<file path="config.mk">
export PLATFORM = sky130hd
export DESIGN_NAME = cla_serial_subtractor
export DESIGN_NICKNAME = d
export VERILOG_FILES = /design/src/rtl/cla_serial_subtractor_pkg.sv /design/src/rtl/cla_serial_subtractor_cla4_slice.sv /design/src/rtl/cla_serial_subtractor.sv
export SDC_FILE = /design/constraint.sdc
export NUM_CORES = 1
export LEC_CHECK = 0
export ABC_AREA = 1
export BUFFER_PORTS_ARGS = -buffer_cell sky130_fd_sc_hd__buf_2
export CORE_MARGIN = 3
export CORE_UTILIZATION = 40
export DETAILED_ROUTE_END_ITERATION = 8
export GPL_ROUTABILITY_DRIVEN = 0
export GPL_TIMING_DRIVEN = 1
export PLACE_DENSITY = 0.72
export SKIP_CTS_REPAIR_TIMING = 1
export SLEW_MARGIN = 20
export SYNTH_ARGS = -nofsm -noshare
export SYNTH_HDL_FRONTEND = slang
export SYNTH_SLANG_ARGS = --single-unit
export TNS_END_PERCENT = 100
</file>
<file path="constraint.sdc">
create_clock -name clk -period 1.42 [get_ports clk]
set_input_delay 0.142 -clock clk [delete_from_list [all_inputs] [get_ports clk]]
set_output_delay 0.142 -clock clk [all_outputs]
set_load 0.005 [all_outputs]
</file>
<file path="src/rtl/cla_serial_subtractor_pkg.sv">
// Shared definitions for the serial carry-lookahead subtractor.
package cla_serial_subtractor_pkg;

    // Controller states: waiting for operands, slicing, and holding the result.
    typedef enum logic [1:0] {
        IDLE = 2'd0,
        CALC = 2'd1,
        DONE = 2'd2
    } state_t;

    // Bits handled by the lookahead slice in each cycle.
    localparam int SLICE_W = 4;

    // Number of cycles (slices) needed to cover an operand of the given width.
    function automatic int slice_count(input int width);
        return width / SLICE_W;
    endfunction

endpackage

</file>
<file path="src/rtl/cla_serial_subtractor_cla4_slice.sv">
// 4-bit carry-lookahead adder slice, purely combinational.
module cla4_slice
    import cla_serial_subtractor_pkg::*;
(
    input  logic [SLICE_W-1:0] x,
    input  logic [SLICE_W-1:0] y,
    input  logic               ci,
    output logic [SLICE_W-1:0] s,
    output logic               co
);

    logic [SLICE_W-1:0] g;
    logic [SLICE_W-1:0] p;
    logic [SLICE_W:0]   c;

    // Per-bit generate/propagate terms and sum bits.
    genvar gi;
    generate
        for (gi = 0; gi < SLICE_W; gi++) begin : g_bit
            assign g[gi] = x[gi] & y[gi];
            assign p[gi] = x[gi] ^ y[gi];
            assign s[gi] = p[gi] ^ c[gi];
        end
    endgenerate

    // Flattened lookahead carries; no carry ripples from bit to bit.
    assign c[0] = ci;
    assign c[1] = g[0] | (p[0] & c[0]);
    assign c[2] = g[1] | (p[1] & g[0]) | (p[1] & p[0] & c[0]);
    assign c[3] = g[2] | (p[2] & g[1]) | (p[2] & p[1] & g[0])
                | (p[2] & p[1] & p[0] & c[0]);
    assign c[4] = g[3] | (p[3] & g[2]) | (p[3] & p[2] & g[1])
                | (p[3] & p[2] & p[1] & g[0])
                | (p[3] & p[2] & p[1] & p[0] & c[0]);
    assign co   = c[4];

endmodule

</file>
<file path="src/rtl/cla_serial_subtractor.sv">
// Serial subtractor: a - b - bin computed as a + ~b + ~bin, one 4-bit
// lookahead slice per cycle, LSB first, with valid/ready handshakes.
module cla_serial_subtractor
    import cla_serial_subtractor_pkg::*;
#(
    parameter int WIDTH = 16
) (
    input  logic             clk,
    input  logic             rst,
    input  logic             in_valid,
    output logic             in_ready,
    input  logic [WIDTH-1:0] a,
    input  logic [WIDTH-1:0] b,
    input  logic             bin,
    output logic             out_valid,
    input  logic             out_ready,
    output logic [WIDTH-1:0] diff,
    output logic             bout,
    output logic             ovf,
    output logic             zero
);

    localparam int NSLICE = slice_count(WIDTH);
    localparam int CW     = (NSLICE > 1) ? $clog2(NSLICE) : 1;
    localparam logic [CW-1:0] LAST_SLICE = CW'(NSLICE - 1);

    state_t             state_reg, state_next;
    logic [WIDTH-1:0]   a_reg, b_reg, diff_reg;
    logic [CW-1:0]      cnt_reg;
    logic               carry_reg;
    logic               a_msb_reg, b_msb_reg;
    logic               bout_reg, ovf_reg;
    logic [SLICE_W-1:0] slice_s;
    logic               slice_co;
    logic               accept;
    logic               last_slice;

    assign accept     = in_valid && in_ready;
    assign last_slice = (state_reg == CALC) && (cnt_reg == LAST_SLICE);

    // Operand registers shift right so the current slice is always bits [3:0].
    cla4_slice u_slice (
        .x  (a_reg[SLICE_W-1:0]),
        .y  (~b_reg[SLICE_W-1:0]),
        .ci (carry_reg),
        .s  (slice_s),
        .co (slice_co)
    );

    // State register.
    always_ff @(posedge clk) begin
        if (rst) state_reg <= IDLE;
        else     state_reg <= state_next;
    end

    // Next-state logic; illegal encodings fall back to IDLE.
    always_comb begin
        state_next = state_reg;
        case (state_reg)
            IDLE:    if (in_valid)  state_next = CALC;
            CALC:    if (cnt_reg == LAST_SLICE) state_next = DONE;
            DONE:    if (out_ready) state_next = IDLE;
            default: state_next = IDLE;
        endcase
    end

    // Datapath: capture operands on accept, then fold one slice per CALC cycle.
    always_ff @(posedge clk) begin
        if (rst) begin
            a_reg     <= '0;
            b_reg     <= '0;
            diff_reg  <= '0;
            cnt_reg   <= '0;
            carry_reg <= 1'b0;
            a_msb_reg <= 1'b0;
            b_msb_reg <= 1'b0;
            bout_reg  <= 1'b0;
            ovf_reg   <= 1'b0;
        end else if (accept) begin
            a_reg     <= a;
            b_reg     <= b;
            carry_reg <= ~bin;
            a_msb_reg <= a[WIDTH-1];
            b_msb_reg <= b[WIDTH-1];
            cnt_reg   <= '0;
        end else if (state_reg == CALC) begin
            a_reg     <= a_reg >> SLICE_W;
            b_reg     <= b_reg >> SLICE_W;
            diff_reg  <= {slice_s, diff_reg[WIDTH-1:SLICE_W]};
            carry_reg <= slice_co;
            cnt_reg   <= cnt_reg + CW'(1);
            if (last_slice) begin
                // Carry out of an a + ~b add is the inverse of the borrow.
                bout_reg <= ~slice_co;
                ovf_reg  <= (a_msb_reg != b_msb_reg) &&
                            (slice_s[SLICE_W-1] != a_msb_reg);
            end
        end
    end

    assign in_ready  = (state_reg == IDLE);
    assign out_valid = (state_reg == DONE);
    assign diff      = diff_reg;
    assign bout      = bout_reg;
    assign ovf       = ovf_reg;
    assign zero      = out_valid && (diff_reg == '0);

endmodule

</file>
==> impl_metrics.py <==
metrics = {
    "grt": {
        "grt_max_degree": 47,
        "grt_pass1_wl_um": 9290,
        "antenna_found_initial": 0,
        "grt-ovfl-total": 0,
        "grt_usage": 0.163,
        "grt_pass1_vias": 2059,
    },
    "synth": {
        "synth_cell_type_count": 27,
        "syn_nets": 363,
        "yosysWarningCount": 0,
        "synthCells": 320,
        "postSynth.asyncResetShare": 0,
        "yosysMostFrequentCell": "nand2_1",
        "synth_adder_area_share": 0.0340,
        "synth_top_area_frac": 0.469,
        "synth_mux_area_frac": 0,
        "yosysSeqAreaShare": 0.469,
        "ys.flop_type": "dfxtp_1",
        "syn_area_mm2": 0.00243,
        "yosys.area.top_type": "dfxtp_1",
        "ys_top_cells_by_area": "dfxtp_1 (47%), nand2_1 (15%), a31oi_1 (6.2%)",
        "synth-compound-area-share": 0.143,
        "ys_ff_latch": 57,
        "synth_xor_area_frac": 0.0108,
        "synth_common_cells": "nand2_1 (100), dfxtp_1 (57), nor2_1 (33)",
        "synth_edf_count": 0,
        "synth_top_family_by_area": "simple AND/OR/NAND/NOR gates",
        "postSynthAreaPerCell_um2": 7.60,
        "synthSimpleGateAreaFrac": 0.256,
    },
    "worst_setup_path": {
        "cp_slowest_stage_delay_ns": 0.33,
        "critical-path-top-delay-family": "simple AND/OR/NAND/NOR gates",
        "crit_chain": "inv_2 -> ha_4 -> buf_4 -> nand4_1 -> nand2_2 -> nand2_2 -> nand3_2 -> nand3_2 -> nand2_1 -> inv_1",
        "worst-path-stages": 10,
        "path_class": "reg -> reg",
        "end_kind": "register",
        "worst-path-max-fanout": 3,
        "crit_slowest_cell": "dfxtp_2",
        "crit_end": "ovf",
        "cp_num_buf_inv": 3,
        "startpoint": "b_reg[2]",
        "reg2regPathDepth": 10,
        "critPathRequiredTime_ns": 1.66,
        "start_kind": "register",
        "ff2ff_setup_slack_ns": -0.04,
        "worstPathArrival_ns": 1.70,
        "reg2reg_to": "ovf",
        "r2r_start": "b_reg[2]",
    },
    "pwr": {
        "vdd_ir_drop_max_v": 0.000553,
        "power.density_mw_per_mm2": 1280,
        "p_total_mw": 3.89,
        "leakagePower_nw": 1.31,
    },
    "cts": {
        "h-tree-depth": 3,
        "clock_latency_ns": 0.33,
        "cts_root_buf": "clkbuf_8",
        "cts_tree": "done",
        "clockBufferDepth": 2,
        "clkSlewWorstSetupHoldPaths_ns": 0.06,
        "cts_sinks": 57,
        "numCtsBuffers": 9,
    },
    "timing": {
        "fin_crit_sh": 1.03,
        "period_minus_slack_ns": 1.46,
        "worstMarginPinSlew_ns": 0.348,
        "relSlewSlack": 0.768,
        "finalSetupViolCount": 2,
        "slew_viol_final": 0,
        "final_hold_viol_count": 0,
        "setup_ws_ns": -0.0385,
        "clock_skew_ns": 0.00848,
        "grt_setup_unrepaired": "true",
        "max_freq_ghz": 0.686,
    },
    "placed_design": {
        "dp_hpwl_um": 3780,
        "port_buffers": 57,
    },
    "routing": {
        "routed_wl_um": 5590,
        "remaining_drc_errors": 0,
        "ant_nets": 0,
        "dr.pass1.iters": 4,
        "dr_total_vias": 2232,
        "vias_per_cell": 4.91,
        "drtIter0Drc": 134,
        "wl_per_cell_um": 12.3,
    },
    "floorplanning": {
        "core_mm2": 0.00571,
        "die_height_um": 84.0,
        "num_io_pins": 58,
        "num_rows": 27,
        "initial_core_util": 0.426,
        "die_x_um": 84.0,
        "dieArea_mm2": 0.00705,
    },
    "cells_and_area": {
        "fill_cells": 570,
        "multi_input_area_mm2": 0.00116,
        "num-nets-final": 423,
        "area_growth_pct": 25.6,
        "fin_util": 0.535,
        "drive_gt1_frac": 0.290,
        "n_antenna_cell": 0,
        "ff_latch_area_mm2": 0.00115,
    },
    "hold_path": {
        "min_path_cells": 3,
        "holdCritPathClass": "in -> reg",
    },
    "outcome": {
        "status": "complete, but fails checks",
        "violations": "setup timing",
    },
    "run": {
        "cap_violations": 0,
    },
}
-- layout by cell type (no fill, tap or decap), drive strengths merged --
cell type	count
clkinv	3
xor2	2
buf	67
nand3	10
nand2	103
nor2	35
bufinv	1
nand4	2
clkbuf	10
fa	1
inv	19
nor4	1
a31oi	24
o21a	2
xnor2	1
a21oi	14
o211ai	1
nand3b	1
or2	1
ha	5
nor3	2
o21ai	21
dfxtp	57
-- logic make-up (layout without fill, tap and decap cells) --
| group | after synthesis | after routing |
|---|---|---|
| and+or+nand+nor | 155 | 155 |
| xor gates and xnor gates | 3 | 3 |
| AOI/OAI and AO/OA | 62 | 62 |
| DFF | 57 | 57 |
| adders and majority gates | 6 | 6 |
| buffers and inverters | 37 | 100 |
-- worst reg2reg max path: stages (launching register included) --
cell and delay, ns:
dfxtp_2 0.33, inv_2 0.04, ha_4 0.26, buf_4 0.11, nand4_1 0.18, nand2_2 0.14, nand2_2 0.08, nand3_2 0.07
nand3_2 0.06, nand2_1 0.06, inv_1 0.03
-- worst min-delay path by stage --
| stage | startpoint | to | slack, ns |
|---|---|---|---|
| floorplan | a[12] | a_reg[12] | 0.29 |
| global placement | b[14] | b_reg[14] | 0.40 |
| detailed placement | b[13] | b_reg[13] | 0.40 |
| CTS | b[13] | b_reg[13] | 0.04 |
| global route | b[13] | b_reg[13] | 0.05 |
| finish | a[13] | a_reg[13] | 0.06 |
-- where the power goes --
group | internal (mW) | switching [mW] | total, mW
Sequential | 1.72 | 0.0855 | 1.81
Combinational | 0.290 | 0.365 | 0.655
Clock | 0.828 | 0.603 | 1.43
-- layout make-up --
class,instances,area share
multi-input cells,226,0.379
flip-flops and latches,57,0.375
well taps,72,0.0295
clock inverters,4,0.0148
repair buffers,67,0.130
inverters,19,0.0258
clock buffers,10,0.0451
-- per-layer routing --
| metal | wire [um] | vias to the layer above | GRT usage |
|---|---|---|---|
| met4 | 70 | 0 | 0.0658 |
| met1 | 2590 | 1018 | 0.211 |
| met2 | 2610 | 48 | 0.248 |
| met5 | 0 | - | 0 |
| li1 | - | 1160 | - |
| met3 | 316 | 6 | 0.0553 |
-- through the flow --
stage / hold WS (ns) / instance area [um^2] / setup WS, ns / setup TNS (ns) / std cells
after detailed placement: 0.401 / 2800 / -0.0459 / -0.0752 / 441
after CTS: 0.0436 / 2990 / -0.0558 / -0.153 / 455
after floorplan: 0.289 / 2450 / 0.0126 / 0 / 320
after global placement: 0.398 / 2800 / -0.0170 / -0.0170 / 441
after global routing: 0.0484 / 3050 / -0.138 / -0.442 / 455
final: 0.0583 / 3050 / -0.0385 / -0.0690 / 455
(Power assumes the default switching activity.)
